## src/rtl/mmio_bus_bridge_pkg.sv

```systemverilog
// Shared constants for the MMIO bus bridge: I/O window offsets, clear-FSM
// encoding and STATUS bit positions.
// Latency: n/a (constants only). Backpressure: n/a.
package mmio_bus_bridge_pkg;

    // Clear-engine state encoding (kept as plain vectors for legacy tools).
    localparam logic [0:0] ST_IDLE  = 1'b0;
    localparam logic [0:0] ST_CLEAR = 1'b1;

    // STATUS register bit holding the sticky "new capture" flag.
    localparam int CAP_NEW_BIT = 0;

    // Word offsets inside the I/O window, relative to IO_BASE.
    localparam int OFF_OUT = 0;

    function automatic int off_in(input int n_out);
        return n_out;
    endfunction

    function automatic int off_cap(input int n_out, input int n_in);
        return n_out + n_in;
    endfunction

    function automatic int off_stat(input int n_out, input int n_in,
                                    input int cap_w, input int dw);
        return n_out + n_in + cap_w / dw;
    endfunction

endpackage

```

## src/rtl/sync_2ff.sv

```systemverilog
// Two-flop synchroniser, one independent chain per bit.
// Latency: 2 clk cycles from d_i to q_o. Backpressure: none.
// Ports: clk, rst_n (async active-low), d_i (async input), q_o (synchronised).
module sync_2ff #(
    parameter int W = 1
) (
    input  logic         clk,
    input  logic         rst_n,
    input  logic [W-1:0] d_i,
    output logic [W-1:0] q_o
);

    logic [W-1:0] meta_q;
    logic [W-1:0] sync_q;

    always_ff @(posedge clk or negedge rst_n) begin
        if (!rst_n) begin
            meta_q <= '0;
            sync_q <= '0;
        end else begin
            meta_q <= d_i;
            sync_q <= meta_q;
        end
    end

    assign q_o = sync_q;

endmodule

```

## src/rtl/mmio_bus_bridge.sv

```systemverilog
// CPU data-bus decoder: RAM port B pass-through, MMIO window, RAM clear engine.
// Latency: reads return 1 cycle after the strobe; writes take effect at the strobe edge.
// Backpressure: none per access; cpu_stall freezes the CPU for the whole clear sweep.
// Ports: bus_* CPU side, ram_* RAM port B, out_regs/in_pins/cap_* I/O,
//        bus_clr/cpu_stall clear engine control; clk, res (async active-low).
module mmio_bus_bridge
    import mmio_bus_bridge_pkg::*;
#(
    parameter int AW        = 12,
    parameter int DW        = 16,
    parameter int RAM_DEPTH = 4096,
    parameter int IO_BASE   = 110,
    parameter int N_OUT     = 1,
    parameter int N_IN      = 1,
    parameter int CAP_W     = 32
) (
    input  logic              clk,
    input  logic              res,
    input  logic              bus_sel,
    input  logic              bus_we,
    input  logic [AW-1:0]     bus_addr,
    input  logic [DW-1:0]     bus_wdata,
    output logic [DW-1:0]     bus_rdata,
    input  logic              bus_clr,
    output logic              cpu_stall,
    output logic [AW-1:0]     ram_addr,
    output logic [DW-1:0]     ram_wdata,
    output logic              ram_we,
    input  logic [DW-1:0]     ram_rdata,
    output logic [N_OUT*DW-1:0] out_regs,
    input  logic [N_IN*DW-1:0]  in_pins,
    input  logic [CAP_W-1:0]  cap_code,
    input  logic              cap_valid
);

    localparam int CAP_WORDS = CAP_W / DW;
    localparam int OFF_IN_L   = off_in(N_OUT);
    localparam int OFF_CAP_L  = off_cap(N_OUT, N_IN);
    localparam int OFF_STAT_L = off_stat(N_OUT, N_IN, CAP_W, DW);
    localparam int IO_WORDS   = OFF_STAT_L + 1;

    localparam logic [AW-1:0] IO_BASE_A  = AW'(IO_BASE);
    localparam logic [AW-1:0] IO_WORDS_A = AW'(IO_WORDS);
    localparam logic [AW:0]   CNT_LAST   = (AW+1)'(RAM_DEPTH - 1);
    localparam logic [AW:0]   CNT_ONE    = (AW+1)'(1);

    // ---------------- clear engine ----------------
    logic [0:0]  state_q, state_d;
    logic [AW:0] cnt_q, cnt_d;
    logic        clearing;

    assign clearing = (state_q == ST_CLEAR);

    always_comb begin
        state_d = state_q;
        cnt_d   = cnt_q;
        case (state_q)
            ST_IDLE: begin
                if (bus_clr) begin
                    state_d = ST_CLEAR;
                    cnt_d   = '0;
                end
            end
            ST_CLEAR: begin
                if (cnt_q == CNT_LAST) begin
                    state_d = ST_IDLE;
                end else begin
                    cnt_d = cnt_q + CNT_ONE;
                end
            end
            default: state_d = ST_IDLE;
        endcase
    end

    always_ff @(posedge clk or negedge res) begin
        if (!res) begin
            state_q <= ST_IDLE;
            cnt_q   <= '0;
        end else begin
            state_q <= state_d;
            cnt_q   <= cnt_d;
        end
    end

    // ---------------- address decode ----------------
    logic [AW-1:0] offset;
    logic          in_win;
    logic          acc_rd, acc_wr;

    assign offset = bus_addr - IO_BASE_A;
    assign in_win = (bus_addr >= IO_BASE_A) && (offset < IO_WORDS_A);
    // The CPU is frozen during a clear, so any strobe seen then is stale.
    assign acc_rd = bus_sel & ~bus_we & ~clearing;
    assign acc_wr = bus_sel &  bus_we & ~clearing;

    // RAM port B: clear sweep overrides the CPU; I/O words never reach RAM.
    always_comb begin
        if (clearing) begin
            ram_addr  = cnt_q[AW-1:0];
            ram_wdata = '0;
            ram_we    = 1'b1;
        end else begin
            ram_addr  = bus_addr;
            ram_wdata = bus_wdata;
            ram_we    = acc_wr & ~in_win;
        end
    end

    assign cpu_stall = clearing;

    // ---------------- I/O registers ----------------
    logic [N_OUT*DW-1:0] out_q, out_d;
    logic [N_IN*DW-1:0]  in_sync;
    logic [CAP_W-1:0]    cap_q;
    logic                cap_new_q, cap_new_d;
    logic                cap_valid_q;
    logic                cap_edge;
    logic                stat_clr;

    sync_2ff #(.W(N_IN*DW)) u_in_sync (
        .clk   (clk),
        .rst_n (res),
        .d_i   (in_pins),
        .q_o   (in_sync)
    );

    always_comb begin
        out_d = out_q;
        for (int k = 0; k < N_OUT; k++) begin
            if (acc_wr && in_win && offset == AW'(OFF_OUT + k)) begin
                out_d[k*DW +: DW] = bus_wdata;
            end
        end
    end

    assign cap_edge = cap_valid & ~cap_valid_q;
    assign stat_clr = acc_wr && in_win && (offset == AW'(OFF_STAT_L))
                      && bus_wdata[CAP_NEW_BIT];
    // A capture in the same cycle as a clear request leaves the flag set.
    assign cap_new_d = cap_edge ? 1'b1 : (stat_clr ? 1'b0 : cap_new_q);

    always_ff @(posedge clk or negedge res) begin
        if (!res) begin
            out_q       <= '0;
            cap_q       <= '0;
            cap_new_q   <= 1'b0;
            cap_valid_q <= 1'b0;
        end else begin
            out_q       <= out_d;
            cap_new_q   <= cap_new_d;
            cap_valid_q <= cap_valid;
            if (cap_edge) begin
                cap_q <= cap_code;
            end
        end
    end

    assign out_regs = out_q;

    // I/O read mux; capture words are presented most-significant first.
    logic [DW-1:0] io_word;

    always_comb begin
        io_word = '0;
        for (int k = 0; k < N_OUT; k++) begin
            if (offset == AW'(OFF_OUT + k)) io_word = out_q[k*DW +: DW];
        end
        for (int k = 0; k < N_IN; k++) begin
            if (offset == AW'(OFF_IN_L + k)) io_word = in_sync[k*DW +: DW];
        end
        for (int k = 0; k < CAP_WORDS; k++) begin
            if (offset == AW'(OFF_CAP_L + k)) io_word = cap_q[(CAP_WORDS-1-k)*DW +: DW];
        end
        if (offset == AW'(OFF_STAT_L)) io_word[CAP_NEW_BIT] = cap_new_q;
    end

    // ---------------- read path ----------------
    // rd_pend_q marks the cycle after a read strobe, when ram_rdata is live;
    // hold_q keeps the returned word stable until the next read.
    logic          rd_pend_q;
    logic          rd_io_q;
    logic [DW-1:0] io_rdata_q;
    logic [DW-1:0] hold_q;
    logic [DW-1:0] rd_mux;

    assign rd_mux    = rd_io_q ? io_rdata_q : ram_rdata;
    assign bus_rdata = rd_pend_q ? rd_mux : hold_q;

    always_ff @(posedge clk or negedge res) begin
        if (!res) begin
            rd_pend_q  <= 1'b0;
            rd_io_q    <= 1'b0;
            io_rdata_q <= '0;
            hold_q     <= '0;
        end else begin
            rd_pend_q <= acc_rd;
            if (acc_rd) begin
                rd_io_q    <= in_win;
                io_rdata_q <= io_word;
            end
            if (rd_pend_q) begin
                hold_q <= rd_mux;
            end
        end
    end

endmodule

```

## config.mk

```make
export PLATFORM = sky130hd
export DESIGN_NAME = mmio_bus_bridge
export DESIGN_NICKNAME = d
export VERILOG_FILES = /design/src/rtl/mmio_bus_bridge_pkg.sv /design/src/rtl/sync_2ff.sv /design/src/rtl/mmio_bus_bridge.sv
export SDC_FILE = /design/constraint.sdc
export NUM_CORES = 1
export LEC_CHECK = 0
export CAP_MARGIN = 25
export CORE_UTILIZATION = 44
export DETAILED_ROUTE_END_ITERATION = 12
export PLACE_DENSITY = 0.84
export REMOVE_ABC_BUFFERS = 1
export SYNTH_ARGS = -nofsm -noshare
export SYNTH_HDL_FRONTEND = slang
export SYNTH_SLANG_ARGS = --single-unit
export TNS_END_PERCENT = 50
```

## constraint.sdc

```tcl
create_clock -name clk -period 2.5 [get_ports clk]
set_input_delay 0.5 -clock clk [delete_from_list [all_inputs] [get_ports clk]]
set_output_delay 0.5 -clock clk [all_outputs]
set_load 0.1 [all_outputs]
```

==> results of run 1 <==
[layout by cell type, fill, tap and decap left out, types with 4 or more instances in the layout]
cell type / count
a21o_1: 5
a21oi_1: 19
buf_12: 48
buf_2: 4
buf_4: 46
buf_6: 5
clkbuf_16: 17
clkdlybuf4s50_1: 85
clkinv_2: 5
dfrtp_1: 129
dlygate4sd2_1: 5
inv_1: 5
mux2_2: 58
mux2i_1: 34
nand2_1: 41
nor2_1: 29
nor2b_1: 18
nor3_1: 4
nor3b_1: 5
o21a_1: 15
o21ai_0: 22
o41ai_1: 15
xnor2_1: 5
xor2_1: 5
[repair_timing]
| action | CTS | global route |
|---|---|---|
| gates resized for setup | 36 | 5 |
| endpoints found under the hold margin | 0 | 0 |
| endpoints found under the setup margin | 48 | 17 |
| pin swaps | 7 | 6 |
| setup buffers | 3 | 0 |
[final timing paths]
kind	from	endpoint	slack [ps]	cells after the start
worst max-delay path	bus_addr[6]	ram_we	-250	8
worst min-delay path	res	out_regs[4]	110	1
worst max register to register	cnt_q[0]	cnt_q[8]	400	6
worst min register to register	u_in_sync.meta_q[9]	u_in_sync.q_o[9]	350	0
max in group asynchronous	res	u_in_sync.q_o[5]	1670	2
min in group clk	u_in_sync.meta_q[9]	u_in_sync.q_o[9]	350	0
[layer usage]
layer  vias to the layer above  wire length (microns)  part of all wire, %  global-route usage (%)
met5                         -                      0                    0                       0
met4                         0                    533                  3.4                    12.6
met3                        34                    828                  5.2                    4.93
met2                       164                   8080                   51                    41.3
met1                      2249                   6350                   40                    31.7
li1                       2120                      -                    -                       -
[synth_stat cells (4+ instances only)]
master    count  area share [%]
dfrtp_1     130              56
nor2b_1      19             2.1
nor3_1        4            0.35
mux2i_1      34             5.9
o21ai_0      22             1.9
nor2_1       29             1.9
xnor2_1       5            0.76
o41ai_1      15             2.3
o21a_1       15             1.9
nor3b_1       5            0.65
a21oi_1      19             1.6
a21o_1        5            0.65
inv_1         5            0.32
clkbuf_1     21             1.4
mux2_2       58              11
nand2_1      41             2.7
buf_2         4            0.35
xor2_1        5            0.76
[final cells by class]
cell class	count	area (sq um)	share of cell area, %
flip-flops and latches	130	3250	36.9
multi-input cells	323	2460	27.9
repair buffers	194	2290	25.9
clock buffers	21	470	5.34
well taps	172	215	2.44
clock inverters	10	109	1.23
inverters	5	18.8	0.213
[metrics by stage]
stage                     util, %  area, sq um
final                        69.3         8820
after global routing         69.3         8820
after floorplan                 -         5670
after detailed placement     64.3         8170
after CTS                    69.2         8800
after global placement       64.3         8170
[state kept, by name, summed over array words and instances (netlist names)]
| signal | cells |
|---|---|
| cap_q | 32 |
| rd_io_q | 1 |
| out_regs | 16 |
| cnt_q | 13 |
| rd_pend_q | 1 |
| cap_valid_q | 1 |
| cap_new_q | 1 |
| u_in_sync.meta_q | 16 |
| cpu_stall | 1 |
| u_in_sync.q_o | 16 |
| io_rdata_q | 16 |
| hold_q | 16 |
[power groups by stage]
stage,clock [mW],sequential [mW],combinational [mW]
2_1_floorplan,0,2.51,1.57
3_3_place_gp,0,2.51,2.63
3_5_place_dp,0,2.53,2.66
4_1_cts,2.42,2.50,2.68
5_1_grt,2.52,2.52,2.78
6_report,2.39,2.50,2.67
[cells by family (layout without fill, tap and decap cells)]
logic type	after synthesis	count (layout)
simple gates	126	126
buf+inv	34	230
xor+xnor	10	10
flops	130	130
mux	93	93
compound gates	92	92
fa+ha+maj	2	2
==> run_results.csv, run 1 <==
group,metric,value,unit
setup_path,slowest_stage,"a2111o_1",
route,first_pass_iters,5,
setup_path,arrival,2250,ps
clock_network,clock_sinks,130,
cells_and_area,fillers,928,
global_route,grt_first_pass_wirelength,25.2,mm
logic_synthesis,synth_area_per_cell,11.9,sq um
global_route,grt_pass1_vias,4790,
timing,tightest_slew,690,ps
clock_network,htreeDepth,4,
logic_synthesis,synth_compound_area_share,10.9,%
clock_network,clk_latency,410,ps
logic_synthesis,synth_cell_type_count,51,
route,drtAntennaViolNets,0,
floorplan,die-area,13600,sq um
placement,io_buffer_count,159,
global_route,antenna_found_initial,0,
power_and_ir_drop,p_per_area,857,nW/um^2
timing,finalCritPeriodShare,110,%
setup_path,critPathCaptureType,"output port",
power_and_ir_drop,ir_drop,0.518,mV
logic_synthesis,synth_seq_area_share,56.1,%
timing,skew,8.69,ps
floorplan,placementRows,41,
power_and_ir_drop,swShare,35.5,%
logic_synthesis,synth_mux_area_share,17.5,%
cells_and_area,fin_cells,855,
logic_synthesis,async_flop_share,100,%
timing,final-setup-viol-count,1,
timing,min_period,2750,ps
setup_path,worstSetupPathType,"in -> out",
route,vias_per_cell,5.34,
setup_path,crit_buf_inv,3,
clock_network,cts_hold_buffers,0,
job,maxCapViolCount,0,
clock_network,clockBufferDepth,2,
route,via_count,4567,
setup_path,cp.required,2000,ps
logic_synthesis,ys_seq_elements,130,
power_and_ir_drop,combPwrFrac,35.3,%
placement,dp_slack,-665,ps
timing,tns,-246,ps
floorplan,start_util,45.5,%
floorplan,core_area,12700,sq um
power_and_ir_drop,power_frac_seq,33.0,%
timing,fin_hold_ws,111,ps
placement,post-dp-hpwl,11.3,mm
floorplan,die_h,117,microns
floorplan,pin_count,160,
clock_network,cts-root-buf,"clkbuf_16",
timing,slew_violations,0,
global_route,grt_use_total,25.1,%
logic_synthesis,yosys_warnings,0,
floorplan,die_w,117,microns
setup_path,cpPeakStageDelay,340,ps
status,status,"finished, violations left",
setup_path,cp_top_family,"compound AO/OA/AOI/OAI gates",
timing,fin_ws,-246,ps
worst_hold_path,hp-class,"in -> async",
power_and_ir_drop,p_switching,2.68,mW
placement,dp_cells,821,
status,violations,"setup timing",
global_route,grt_max_degree,77,
logic_synthesis,synth_xor_area_share,1.51,%
logic_synthesis,synth_area,5790,sq um
setup_path,path_cells,"dlygate4sd2_1, buf_6, nand4b_1, nor4_4, nor3_2, a2111o_1, a31o_4, buf_12",
route,drt_iter0_markers,218,
timing,rsz0062_at_grt,"true",
route,route.detailed.drc,0,
global_route,grt-ovfl-total,0,
logic_synthesis,synth_fa_ha_area_share,0.432,%
power_and_ir_drop,total_leakage_power,3.89,nW
logic_synthesis,synth_ff_type,"dfrtp_1",
placement,place_congestion,0.846,
timing,final_hold_viol_count,0,
cells_and_area,diodes,0,
route,wl_per_cell,18.5,microns
logic_synthesis,yosys.area_share.simple,11.1,%
logic_synthesis,synth_top_family_by_area,"multiplexers",
timing,relSlewSlack,54.0,%
logic_synthesis,synth_edf_count,0,
clock_network,cts_tree,"yes",
cells_and_area,area_growth,52.2,%
power_and_ir_drop,power,7.56,mW
power_and_ir_drop,p_int,4.88,mW
route,wirelength,15.8,mm
cells_and_area,drive_gt1_share,30.6,%
cells_and_area,layout.nets,771,
setup_path,cp-start-kind,"input port",
power_and_ir_drop,p_clk_share,31.7,%
setup_path,worst-path-max-fanout,5,
timing,fmax,0.364,GHz
clock_network,clkTransAtPathRegs,50,ps
logic_synthesis,post_synth_inst_count,487,
clock_network,numCtsBuffers,17,
No activity file was read; power rests on OpenSTA's default activity.
==> run 2: changes to the inputs <==
--- a/config.mk
+++ b/config.mk
@@ -8,6 +8,7 @@
 export CAP_MARGIN = 25
 export CORE_UTILIZATION = 44
 export DETAILED_ROUTE_END_ITERATION = 12
+export GPL_ROUTABILITY_DRIVEN = 0
 export PLACE_DENSITY = 0.84
 export REMOVE_ABC_BUFFERS = 1
 export SYNTH_ARGS = -nofsm -noshare
==> run_results.csv, run 2 (synthesis gave the netlist of run 1 again) <==
group,metric,value,unit
status,status,"finished, violations left",
status,violations,"setup timing",
global_route,grt_first_pass_wirelength,26.2,mm
cells_and_area,area_growth,52.8,%
floorplan,placementRows,41,
setup_path,cp-start-kind,"input port",
floorplan,die_w,117,microns
route,route.detailed.drc,0,
route,vias_per_cell,5.45,
placement,post-dp-hpwl,11.5,mm
clock_network,clkTransAtPathRegs,70,ps
setup_path,reg2reg_depth,6,
clock_network,numCtsBuffers,17,
cells_and_area,final_area,8850,sq um
clock_network,htreeDepth,4,
cells_and_area,final_common_cell,"dfrtp_1",
placement,io_buffer_count,159,
power_and_ir_drop,p_clk_share,32.9,%
power_and_ir_drop,total_leakage_power,3.91,nW
setup_path,arrival,2240,ps
timing,relSlewSlack,58.7,%
setup_path,critPathCaptureType,"output port",
route,wirelength,16.3,mm
cells_and_area,drive_gt1_share,30.7,%
global_route,grt_pass1_vias,5025,
timing,tns,-243,ps
cells_and_area,layout.nets,770,
clock_network,clockBufferDepth,2,
power_and_ir_drop,p_per_area,871,nW/um^2
timing,min_period,2740,ps
power_and_ir_drop,p_switching,2.86,mW
timing,final-setup-viol-count,1,
setup_path,critical_path.endpoint,"ram_we",
clock_network,clock_sinks,130,
cells_and_area,final_cell_mix,"130 x dfrtp_1, 85 x clkdlybuf4s50_1, 58 x mux2_2, 49 x buf_12, 44 x buf_4",
worst_hold_path,hp-class,"in -> async",
route,drtAntennaViolNets,0,
timing,fin_ws,-243,ps
placement,place_area,8180,sq um
route,first_pass_iters,5,
timing,final_hold_viol_count,0,
placement,dp_cells,820,
cells_and_area,fin_util,69.6,%
global_route,grt_max_degree,68,
timing,rsz0062_at_grt,"true",
timing,fin_hold_ws,64.2,ps
setup_path,crit_start,"bus_addr[5]",
cells_and_area,fin_cells,855,
global_route,antenna_found_initial,0,
clock_network,cts-root-buf,"clkbuf_16",
setup_path,r2r-end,"cnt_q[10]",
floorplan,die_h,117,microns
setup_path,worst-path-max-fanout,4,
clock_network,clk_latency,420,ps
setup_path,r2r_start,"cnt_q[0]",
power_and_ir_drop,power,7.71,mW
floorplan,start_util,45.5,%
timing,tightest_slew,619,ps
timing,finalCritPeriodShare,110,%
cells_and_area,largest_reg_flops,32,
floorplan,die-area,13600,sq um
setup_path,r2r_slack,350,ps
power_and_ir_drop,swShare,37.0,%
floorplan,pin_count,160,
setup_path,worstSetupPathType,"in -> out",
route,via_count,4663,
power_and_ir_drop,power_frac_seq,32.4,%
global_route,grt-ovfl-total,0,
cells_and_area,top_register,"cap_q",
power_and_ir_drop,ir_drop,0.568,mV
placement,dp_slack,-722,ps
route,wl_per_cell,19.1,microns
route,drt_iter0_markers,224,
timing,slew_violations,0,
clock_network,cts_tree,"yes",
power_and_ir_drop,combPwrFrac,34.7,%
timing,fmax,0.365,GHz
timing,skew,14.2,ps
power_and_ir_drop,p_int,4.86,mW
cells_and_area,diodes,0,
global_route,grt_use_total,25.7,%
job,maxCapViolCount,0,
setup_path,cp.required,2000,ps
floorplan,core_area,12700,sq um
-- run 2: changes by cell type in the layout (fill, tap and decap cells not counted), moves of 2 or more --
cell,before,now
inv_8,0,4
clkbuf_8,3,0
buf_4,46,44
clkinv_2,5,0
inv_6,0,6
clkbuf_2,0,2
-- run 2: per-layer routing --
| layer | vias up | global-route usage (%) | share of wire [%] |
|---|---|---|---|
| met2 | 172 | 44.7 | 53 |
| met3 | 43 | 4.88 | 5.3 |
| met4 | 0 | 12.3 | 3.2 |
| met5 | - | 0 | 0 |
| li1 | 2106 | - | - |
| met1 | 2342 | 30.8 | 39 |
-- run 2: repair_timing --
item | CTS | global route
buffers inserted | 2 | 1
endpoints found under the hold margin | 0 | 0
hold buffers | 0 | 0
gates resized for setup | 32 | 11
endpoints found under the setup margin | 32 | 16
pin swaps | 8 | 7
-- run 2: how the worst min path moves through the flow --
| stage | start | endpoint | cells past startpoint |
|---|---|---|---|
| 3_3_place_gp | u_in_sync.meta_q[9] | u_in_sync.q_o[9] | 0 |
| 2_1_floorplan | res | cap_new_q | 0 |
| 5_1_grt | res | u_in_sync.q_o[12] | 1 |
| 6_report | res | u_in_sync.q_o[12] | 1 |
| 4_1_cts | res | out_regs[4] | 1 |
| 3_5_place_dp | u_in_sync.meta_q[15] | u_in_sync.q_o[15] | 0 |
-- run 2: final cells by class --
cell class | instances | area, sq um
Timing Repair Buffer | 193 | 2290
Sequential cell | 130 | 3250
Fill cell | 898 | 3870
Tap cell | 172 | 215
Clock inverter | 15 | 183
Multi-Input combinational cell | 323 | 2470
Clock buffer | 17 | 425
Inverter | 5 | 18.8
-- run 2: power by group through the flow --
stage               combinational, mW  clock (mW)  sequential (mW)
finish                           2.68        2.54             2.50
detailed placement               2.67           0             2.53
global route                     2.79        2.66             2.52
CTS                              2.68        2.58             2.49
global placement                 2.62           0             2.51
floorplan                        1.57           0             2.51
-- run 2: critical path, stage by stage --
cell	delay, ps
dlygate4sd2_1	340
nand4b_1	210
nor4_4	330
nor3_2	90
a2111o_1	330
a31o_4	270
buf_12	160
==> run 3: changes to the inputs <==
--- a/config.mk
+++ b/config.mk
@@ -7,10 +7,12 @@
 export LEC_CHECK = 0
 export CAP_MARGIN = 25
 export CORE_UTILIZATION = 44
+export CTS_CLUSTER_SIZE = 24
 export DETAILED_ROUTE_END_ITERATION = 12
 export GPL_ROUTABILITY_DRIVEN = 0
 export PLACE_DENSITY = 0.84
 export REMOVE_ABC_BUFFERS = 1
+export SLEW_MARGIN = 20
 export SYNTH_ARGS = -nofsm -noshare
 export SYNTH_HDL_FRONTEND = slang
 export SYNTH_SLANG_ARGS = --single-unit
==> results of run 3 <==
No change in the layout: final DEF, timing and power equal those of run 2.
